==> src/rtl/fpu_mul_pkg.sv <==
// Shared sizing and the stage-1 payload type for the shared FP32 multiplier arbiter.
package fpu_mul_pkg;

   localparam int SIZE_DATA = 32;
   localparam int NUM_REQ   = 4;
   localparam int SIZE_ID   = $clog2(NUM_REQ);

   typedef struct packed {
      logic [SIZE_DATA-1:0] a;
      logic [SIZE_DATA-1:0] b;
      logic [SIZE_ID-1:0]   id;
   } s1_payload_t;

endpackage

==> src/rtl/fpu_mul.sv <==
// Combinational IEEE-754 single-precision multiply, round-to-nearest-even.
// Subnormal inputs and results are flushed to signed zero; every NaN becomes 7fc00000.
module fpu_mul (
   input  logic [31:0] i_a,
   input  logic [31:0] i_b,
   output logic [31:0] o_result
);

   logic        w_sign;
   logic [7:0]  w_exp_a;
   logic [7:0]  w_exp_b;
   logic [22:0] w_man_a;
   logic [22:0] w_man_b;
   logic        w_zero_a;
   logic        w_zero_b;
   logic        w_inf_a;
   logic        w_inf_b;
   logic        w_nan_a;
   logic        w_nan_b;
   logic [47:0] w_prod;
   logic        w_norm;
   logic [46:0] w_frac;
   logic        w_round_up;
   logic        w_carry;
   logic [22:0] w_man_r;
   logic [9:0]  w_exp_sum;
   logic [7:0]  w_exp_res;

   assign w_sign   = i_a[31] ^ i_b[31];
   assign w_exp_a  = i_a[30:23];
   assign w_exp_b  = i_b[30:23];
   assign w_man_a  = i_a[22:0];
   assign w_man_b  = i_b[22:0];
   assign w_zero_a = (w_exp_a == 8'd0);
   assign w_zero_b = (w_exp_b == 8'd0);
   assign w_inf_a  = (w_exp_a == 8'hff) && (w_man_a == 23'd0);
   assign w_inf_b  = (w_exp_b == 8'hff) && (w_man_b == 23'd0);
   assign w_nan_a  = (w_exp_a == 8'hff) && (w_man_a != 23'd0);
   assign w_nan_b  = (w_exp_b == 8'hff) && (w_man_b != 23'd0);

   // Product of two 1.x mantissas lies in [1,4); bit 47 selects the extra normalising shift.
   assign w_prod     = 48'({1'b1, w_man_a}) * 48'({1'b1, w_man_b});
   assign w_norm     = w_prod[47];
   assign w_frac     = w_norm ? w_prod[46:0] : {w_prod[45:0], 1'b0};
   assign w_round_up = w_frac[23] & ((|w_frac[22:0]) | w_frac[24]);
   assign {w_carry, w_man_r} = {1'b0, w_frac[46:24]} + 24'(w_round_up);
   assign w_exp_sum  = {2'b00, w_exp_a} + {2'b00, w_exp_b} + {9'd0, w_norm} + {9'd0, w_carry};
   assign w_exp_res  = w_exp_sum[7:0] - 8'd127;

   always_comb begin
      o_result = {w_sign, w_exp_res, w_man_r};
      if (w_nan_a || w_nan_b || (w_inf_a && w_zero_b) || (w_zero_a && w_inf_b)) begin
         o_result = 32'h7fc00000;
      end else if (w_inf_a || w_inf_b) begin
         o_result = {w_sign, 8'hff, 23'd0};
      end else if (w_zero_a || w_zero_b) begin
         o_result = {w_sign, 31'd0};
      end else if (w_exp_sum >= 10'd382) begin
         o_result = {w_sign, 8'hff, 23'd0};
      end else if (w_exp_sum <= 10'd127) begin
         o_result = {w_sign, 31'd0};
      end
   end

endmodule

==> src/rtl/rr_arbiter.sv <==
// Round-robin picker: first asserted request at or after i_ptr, wrapping modulo NUM_REQ.
module rr_arbiter #(
   parameter int NUM_REQ = 4,
   parameter int SIZE_ID = $clog2(NUM_REQ)
) (
   input  logic [NUM_REQ-1:0] i_req,
   input  logic [SIZE_ID-1:0] i_ptr,
   output logic [NUM_REQ-1:0] o_grant,
   output logic [SIZE_ID-1:0] o_idx
);

   logic w_found;

   always_comb begin
      o_grant = '0;
      o_idx   = '0;
      w_found = 1'b0;
      for (int i = 0; i < NUM_REQ; i++) begin
         if (!w_found && i_req[(int'(i_ptr) + i) % NUM_REQ]) begin
            w_found = 1'b1;
            o_grant[(int'(i_ptr) + i) % NUM_REQ] = 1'b1;
            o_idx = SIZE_ID'((int'(i_ptr) + i) % NUM_REQ);
         end
      end
   end

endmodule

==> src/rtl/fpu_mul_arbiter.sv <==
// Shares one fpu_mul among NUM_REQ requesters: round-robin grant, operand and product
// registers around the multiplier, one tagged response channel with backpressure.
module fpu_mul_arbiter
   import fpu_mul_pkg::s1_payload_t;
#(
   parameter int SIZE_DATA = fpu_mul_pkg::SIZE_DATA,
   parameter int NUM_REQ   = fpu_mul_pkg::NUM_REQ,
   parameter int SIZE_ID   = $clog2(NUM_REQ)
) (
   input  logic                           i_clk,
   input  logic                           i_rst_n,
   input  logic [NUM_REQ-1:0]             i_req_valid,
   output logic [NUM_REQ-1:0]             o_req_ready,
   input  logic [NUM_REQ*SIZE_DATA-1:0]   i_req_a,
   input  logic [NUM_REQ*SIZE_DATA-1:0]   i_req_b,
   output logic                           o_rsp_valid,
   output logic [SIZE_ID-1:0]             o_rsp_id,
   output logic [SIZE_DATA-1:0]           o_rsp_data,
   input  logic                           i_rsp_ready,
   output logic                           o_busy
);

   s1_payload_t          r_s1;
   logic                 r_s1_valid;
   logic                 r_s2_valid;
   logic [SIZE_ID-1:0]   r_s2_id;
   logic [SIZE_DATA-1:0] r_s2_data;
   logic [SIZE_ID-1:0]   r_rr_ptr;

   logic                 w_s2_free;
   logic                 w_s1_free;
   logic [NUM_REQ-1:0]   w_grant;
   logic [SIZE_ID-1:0]   w_idx;
   logic                 w_req_hs;
   logic [SIZE_DATA-1:0] w_product;

   assign w_s2_free = !r_s2_valid || i_rsp_ready;
   assign w_s1_free = !r_s1_valid || w_s2_free;

   rr_arbiter #(
      .NUM_REQ (NUM_REQ),
      .SIZE_ID (SIZE_ID)
   ) u_rr_arbiter (
      .i_req   (i_req_valid),
      .i_ptr   (r_rr_ptr),
      .o_grant (w_grant),
      .o_idx   (w_idx)
   );

   // Ready is masked by reset so nothing can look accepted while the pipeline is held clear.
   assign o_req_ready = (i_rst_n && w_s1_free) ? w_grant : '0;
   assign w_req_hs    = |(i_req_valid & o_req_ready);

   fpu_mul u_fpu_mul (
      .i_a      (r_s1.a),
      .i_b      (r_s1.b),
      .o_result (w_product)
   );

   always_ff @(posedge i_clk or negedge i_rst_n) begin
      if (!i_rst_n) begin
         r_s1_valid <= 1'b0;
         r_s1       <= '0;
         r_rr_ptr   <= '0;
      end else if (w_req_hs) begin
         r_s1_valid <= 1'b1;
         r_s1.a     <= i_req_a[int'(w_idx)*SIZE_DATA +: SIZE_DATA];
         r_s1.b     <= i_req_b[int'(w_idx)*SIZE_DATA +: SIZE_DATA];
         r_s1.id    <= w_idx;
         r_rr_ptr   <= (w_idx == SIZE_ID'(NUM_REQ-1)) ? '0 : w_idx + 1'b1;
      end else if (w_s2_free) begin
         r_s1_valid <= 1'b0;
      end
   end

   always_ff @(posedge i_clk or negedge i_rst_n) begin
      if (!i_rst_n) begin
         r_s2_valid <= 1'b0;
         r_s2_id    <= '0;
         r_s2_data  <= '0;
      end else if (r_s1_valid && w_s2_free) begin
         r_s2_valid <= 1'b1;
         r_s2_id    <= r_s1.id;
         r_s2_data  <= w_product;
      end else if (i_rsp_ready) begin
         r_s2_valid <= 1'b0;
      end
   end

   assign o_rsp_valid = r_s2_valid;
   assign o_rsp_id    = r_s2_id;
   assign o_rsp_data  = r_s2_data;
   assign o_busy      = r_s1_valid || r_s2_valid;

endmodule

==> config.mk <==
export PLATFORM = sky130hd
export DESIGN_NAME = fpu_mul_arbiter
export DESIGN_NICKNAME = d
export VERILOG_FILES = /design/src/rtl/fpu_mul_pkg.sv /design/src/rtl/fpu_mul.sv /design/src/rtl/rr_arbiter.sv /design/src/rtl/fpu_mul_arbiter.sv
export SDC_FILE = /design/constraint.sdc
export NUM_CORES = 2
export LEC_CHECK = 0
export ABC_CLOCK_PERIOD_IN_PS = 27500
export CAP_MARGIN = 20
export CORE_MARGIN = 4
export CORE_UTILIZATION = 28
export CTS_CLUSTER_DIAMETER = 200
export DETAILED_ROUTE_END_ITERATION = 16
export GPL_TIMING_DRIVEN = 0
export PLACE_DENSITY = 0.43
export RECOVER_POWER = 25
export SLEW_MARGIN = 20
export SYNTH_ARGS = -nofsm -noshare
export SYNTH_HDL_FRONTEND = slang
export SYNTH_SLANG_ARGS = --single-unit
==> constraint.sdc <==
create_clock -name i_clk -period 27.5 [get_ports i_clk]
set_input_delay 2.75 -clock i_clk [delete_from_list [all_inputs] [get_ports i_clk]]
set_output_delay 2.75 -clock i_clk [all_outputs]
set_load 0.02 [all_outputs]
-- Yosys cells after proc, flatten, opt, wreduce, memory -nomap -nowiden
Index checks and enable logic that the tools add are counted.
- add/subtract/negate cells: 9
- multipliers: 1
- order comparisons: 10
- eq/ne operators: 3
- shift-type cells: 2
- multiplexer cells: 42
- bitwise gates (word level): 10
- reduce and logical (&&, ||, !) cells: 41
- operators with widths (operator ; number):
    $shiftx 128x8->32 ; 2
    $mux 31 ; 4
    $mul 24x24->48 ; 1
    $mux 47 ; 1
    $logic_not 23->1 ; 2
    $reduce_bool 23->1 ; 2
    $mux 32 ; 1
    $add 23x1->24 ; 1
    $reduce_or 23->1 ; 1
    $add 10x1->10 ; 2
    $mux 4 ; 5
    $mux 1 ; 18
    $eq 8x8->1 const B ; 2
    $logic_not 8->1 ; 2
    $logic_and 1x1->1 ; 15
    $lt 3x4->1 const B ; 3
    $or 4x4->4 ; 3
    $ge 10x9->1 const B ; 1
    $le 10x7->1 const B ; 1
    $mux 2 ; 5
    $add 8x8->9 ; 1
    $ge 3x1->1 const B ; 3
    $bmux 1 s2 ; 4
    $demux 1 s2 ; 4
    other kinds (16) ; 34
- flip-flop bits (word level): 104
- input bits: 263
- logic and storage cells: 126

-- Depth between registers and ports, before layout
- depth in word-level cells: 18
- depth in mapped cells: 44
- gate-level depth less buffers: 40

-- Hierarchy
From an unflattened synthesis, not the netlist that was laid out.
- cell total of the unflattened synthesis: 2941
- area total of the unflattened synthesis: 27396.3 µm²
- by module, submodules not included (module ; times used ; cells each ; area each (µm²)):
    fpu_mul ; 1 ; 2584 ; 21541.9
    fpu_mul_arbiter ; 1 ; 309 ; 5450.2
    rr_arbiter ; 1 ; 48 ; 404.1

-- Worst setup path after synthesis
Ideal clock, no wire load.
- path kind: register to register
- from: register r_s1[5] (netlist bit)
- to: register r_s2_data[15] (netlist: o_rsp_data[15])
- setup time: 0.122 ns
- arrival time: 9.731 ns
- data required time: 27.378 ns
- setup slack: 17.647 ns
- cell stages (with the launch flop): 42
- period minus slack after synthesis: 9.853 ns
- path through: dfrtp_1 clkbuf_1 clkbuf_1 nand2_1 fa_1 inv_1 fa_1 inv_1 fa_1 inv_1 fa_1 inv_1 fa_1 inv_1 fa_1 inv_1 fa_1 inv_1 (+6 left out) a21oi_1 nor3_4 clkbuf_1 mux2i_1 nor2_1 nand3_1 nor2b_1 fa_1 ha_1 or3_1 mux2_2 nor3_1 nand4_1 o221ai_1 and3b_1 clkbuf_1 a21boi_0 a32o_1
- cells in the longest elaborated chain, start to end: 13
- elaborated cells on any way between the ends: 24
- those cells by class: add/sub (3); mul (1); order compare (2); mux (6); bitwise (2); reduce/logical (10)
- ends and longest elaborated chain (element ; RTL line ; text):
    start, declared ; fpu_mul_arbiter.sv:23 ; s1_payload_t r_s1;
    $mul 24x24->48 ; fpu_mul.sv:42 ; assign w_prod = 48'({1'b1, w_man_a}) * 48'({1'b1, w_man_b});
    $mux 47 ; fpu_mul.sv:44 ; assign w_frac = w_norm ? w_prod[46:0] : {w_prod[45:0], 1'b0};
    $reduce_or 23->1 ; fpu_mul.sv:45 ; assign w_round_up = w_frac[23] & ((|w_frac[22:0]) | w_frac[24]);
    $or 1x1->1 ; fpu_mul.sv:45 ;
    $and 1x1->1 ; fpu_mul.sv:45 ;
    $add 23x1->24 ; fpu_mul.sv:46 ; assign {w_carry, w_man_r} = {1'b0, w_frac[46:24]} + 24'(w_round_up);
    $add 10x1->10 ; fpu_mul.sv:47 ; assign w_exp_sum = {2'b00, w_exp_a} + {2'b00, w_exp_b} + {9'd0, w_norm} + {9'd0, w_carry};
    $le 10x7->1 ; fpu_mul.sv:60 ; end else if (w_exp_sum <= 10'd127) begin
    $mux 31 ; fpu_mul.sv:60 ;
    $mux 31 ; fpu_mul.sv:58 ; end else if (w_exp_sum >= 10'd382) begin
    $mux 31 ; fpu_mul.sv:56 ; end else if (w_zero_a || w_zero_b) begin
    $mux 31 ; fpu_mul.sv:54 ; end else if (w_inf_a || w_inf_b) begin
    $mux 32 * ; fpu_mul.sv:52 ; if (w_nan_a || w_nan_b || (w_inf_a && w_zero_b) || (w_zero_a && w_inf_b)) begin
    end signal, assigned ; fpu_mul_arbiter.sv:84 ; r_s2_data <= w_product;
    end, declared ; fpu_mul_arbiter.sv:27 ; logic [SIZE_DATA-1:0] r_s2_data;
Every way passes the cells marked *; elsewhere a longest branch is shown, timed or not.
A chain may end at the register's enable or synchronous reset.

-- Final worst setup path
- from: register r_s1[11] (netlist bit)
- to: register r_s2_data[20] (netlist: o_rsp_data[20])
The elaborated chain is that of the path after synthesis.

==> qor.csv <==
metric;value;unit
status;complete, but fails checks;
failing checks;capacitance limit, slew limit;
EDFF count, synth;0;
WP data arrival;13340;ps
most numerous cell in the Yosys netlist;inv_1;
met3 WL;6170;um
CTS Sinks;104;
Critical Path RT;27820;ps
# resized after CTS;0;
Clock Skew;24.9;ps
input/output buffers;302;
WL met1;50300;um
Die Y;322;um
Slew headroom;-1.75;
Max Slew Vio Count;108;
top cell type's share of synthesized area;0.352;
Yosys top cell by area;fa_1;
setup TNS;0;ps
crit-path max FO;10;
syn nets;4367;
vias in the first global route;26200;
Avg Vias per Cell;4.90;
crit-path max cell delay;930;ps
DRT iter0 DRCs;1766;
critical path class;reg -> reg;
RSZ-0062 raised after global routing;false;
final hold violation count;0;
Worst Hold Class;reg -> reg;
DRC viols;0;
layout cells sized above 1;0.0216;
clock latency on the worst-skew pair;400;ps
Gate Count Post-Synth;3428;
Tcrit/Tclk final;0.473;
TritonCTS clock tree;yes;
post-layout min period;13020;ps
#FFs+latches synth;104;
fin nets;4682;
kind of end point of the critical path;flip-flop;
CP dominant cell by count;fa_1;
ys flop type;dfrtp_1;
total global routing overflow;0;
Worst Max-Slew Pin Slew;4130;ps
Yosys cell types;94;
CP startpoint kind;flip-flop;
via count;24700;
slowest stage cell on the critical path;dfrtp_1;
largest net degree at the start of global routing;74;
placed insts;5008;
synth top area cells;fa_1, dfrtp_1, ha_1;
Post-synth top cells;inv_1, nand2_1, fa_1, nor2_1, and2_1;
Mapped Area;0.0276;mm2
Ys Warns;0;
Die W;322;um
final WL;117000;um
First-pass DRT Iterations;6;
Setup violations, final;0;
die area;0.104;mm2
clk root buf;clkbuf_16;
Fmax;76.8;MHz
syn avg cell area;8.04;um2
area grow syn2layout;18.0;%
Post-DP HPWL;98100;um
Max Cap Viol;2;
htree depth;3;
Core Area;0.0971;mm2
clock buffer depth;2;
hold buffers post-CTS;0;
I/O pin total;303;
WHS;485;ps
Seq/Total Area, Yosys;0.0944;
routability cong.;0.912;
Post-Layout Cell Count;5034;
wire length of the first global-routing pass;173000;um
Site Rows;114;
asr flop ratio synth;1.00;
Final ANT Viol Nets;0;
FF-to-FF setup slack;14480;ps
CTS Buf Count;9;
initial antenna violation count;11;
Routed WL per cell;23.2;um
top layer reached by signal wires;met4;
post-CTS setup buffers;0;
DR WL met2;57500;um
Initial Util;0.284;
GRT Overall Usage;0.228;
Clock Pin Slew Worst Setup and Hold Paths;100;ps
path summary, 6_finish.rpt:
| kind | start | endpoint | cells after the start |
|---|---|---|---|
| max | r_s1[11]$_DFFE_PN0P_ | o_rsp_data[20]$_DFFE_PN0P_ | 36 |
| min | o_rsp_id[0]$_DFFE_PN0P_ | o_rsp_id[0]$_DFFE_PN0P_ | 2 |
| max reg2reg | r_s1[11]$_DFFE_PN0P_ | o_rsp_data[20]$_DFFE_PN0P_ | 36 |
| min reg2reg | o_rsp_id[0]$_DFFE_PN0P_ | o_rsp_id[0]$_DFFE_PN0P_ | 2 |
| max in group asynchronous | i_rst_n | r_s1[2]$_DFFE_PN0P_ | 2 |
| min in group asynchronous | i_rst_n | o_rsp_data[12]$_DFFE_PN0P_ | 1 |
cell type report:
type	instances	area [um2]
fill	10600	64600
clock buffer	9	225
multi-input combinational	2537	21900
sequential	104	2600
inverter	596	2240
antenna	10	25.0
clock inverter	7	91.3
timing repair buffer	304	3030
buffer	191	772
tap	1276	1600
cell usage in the layout, fill, tap and decap left out, types with 87 or more instances in the layout:
master,Yosys,layout
o21ai_0,179,179
nand2_1,548,548
fa_1,484,484
dfrtp_1,104,104
nor2_1,302,302
nand3_1,87,87
clkdlybuf4s50_1,0,301
and2_1,248,248
inv_1,592,592
ha_1,192,192
clkbuf_1,159,161
worst max-delay path: cells and delay by family (launching register included):
family / cells / cell delay (ps)
buffers and inverters: 8 / 1930
and+or+nand+nor: 11 / 2210
DFF: 1 / 930
AOI/OAI and AO/OA: 7 / 3180
adders and majority gates: 10 / 4680
sequential cells by signal, indices dropped and copies added (netlist names), named ones only:
register and count:
r_s1 66, o_rsp_data 32, o_rsp_id 2, o_rsp_valid 1, r_rr_ptr 1, r_s1_valid 1
logic make-up (layout without fill, tap and decap cells):
logic type                 after synthesis  count (layout)  share of synthesized area
other                                    0              10                          0
muxes                                   13              13                    0.00486
buffers and inverters                  787            1107                      0.109
xor gates and xnor gates                68              68                     0.0216
AOI/OAI and AO/OA                      447             447                      0.104
and+or+nand+nor                       1333            1333                      0.227
DFF                                    104             104                     0.0944
adders and majority gates              676             676                      0.439
per-layer routing:
layer / vias to the layer above / global-route usage
li1: 11300 / -
met1: 12600 / 0.301
met2: 714 / 0.399
met3: 95 / 0.0278
met4: 0 / 0.0532
met5: - / 0
stage by stage:
step,instance area (um2),util,worst slack (ps)
final,32500,0.335,14480
after global routing,32500,0.335,13510
after CTS,32500,0.335,14600
after detailed placement,32200,0.332,14610
after global placement,32200,0.331,14610
after floorplan,27600,-,17650
Power is not shown: default switching activity piles up to over one toggle a cycle in this logic, so the estimate is an artifact.
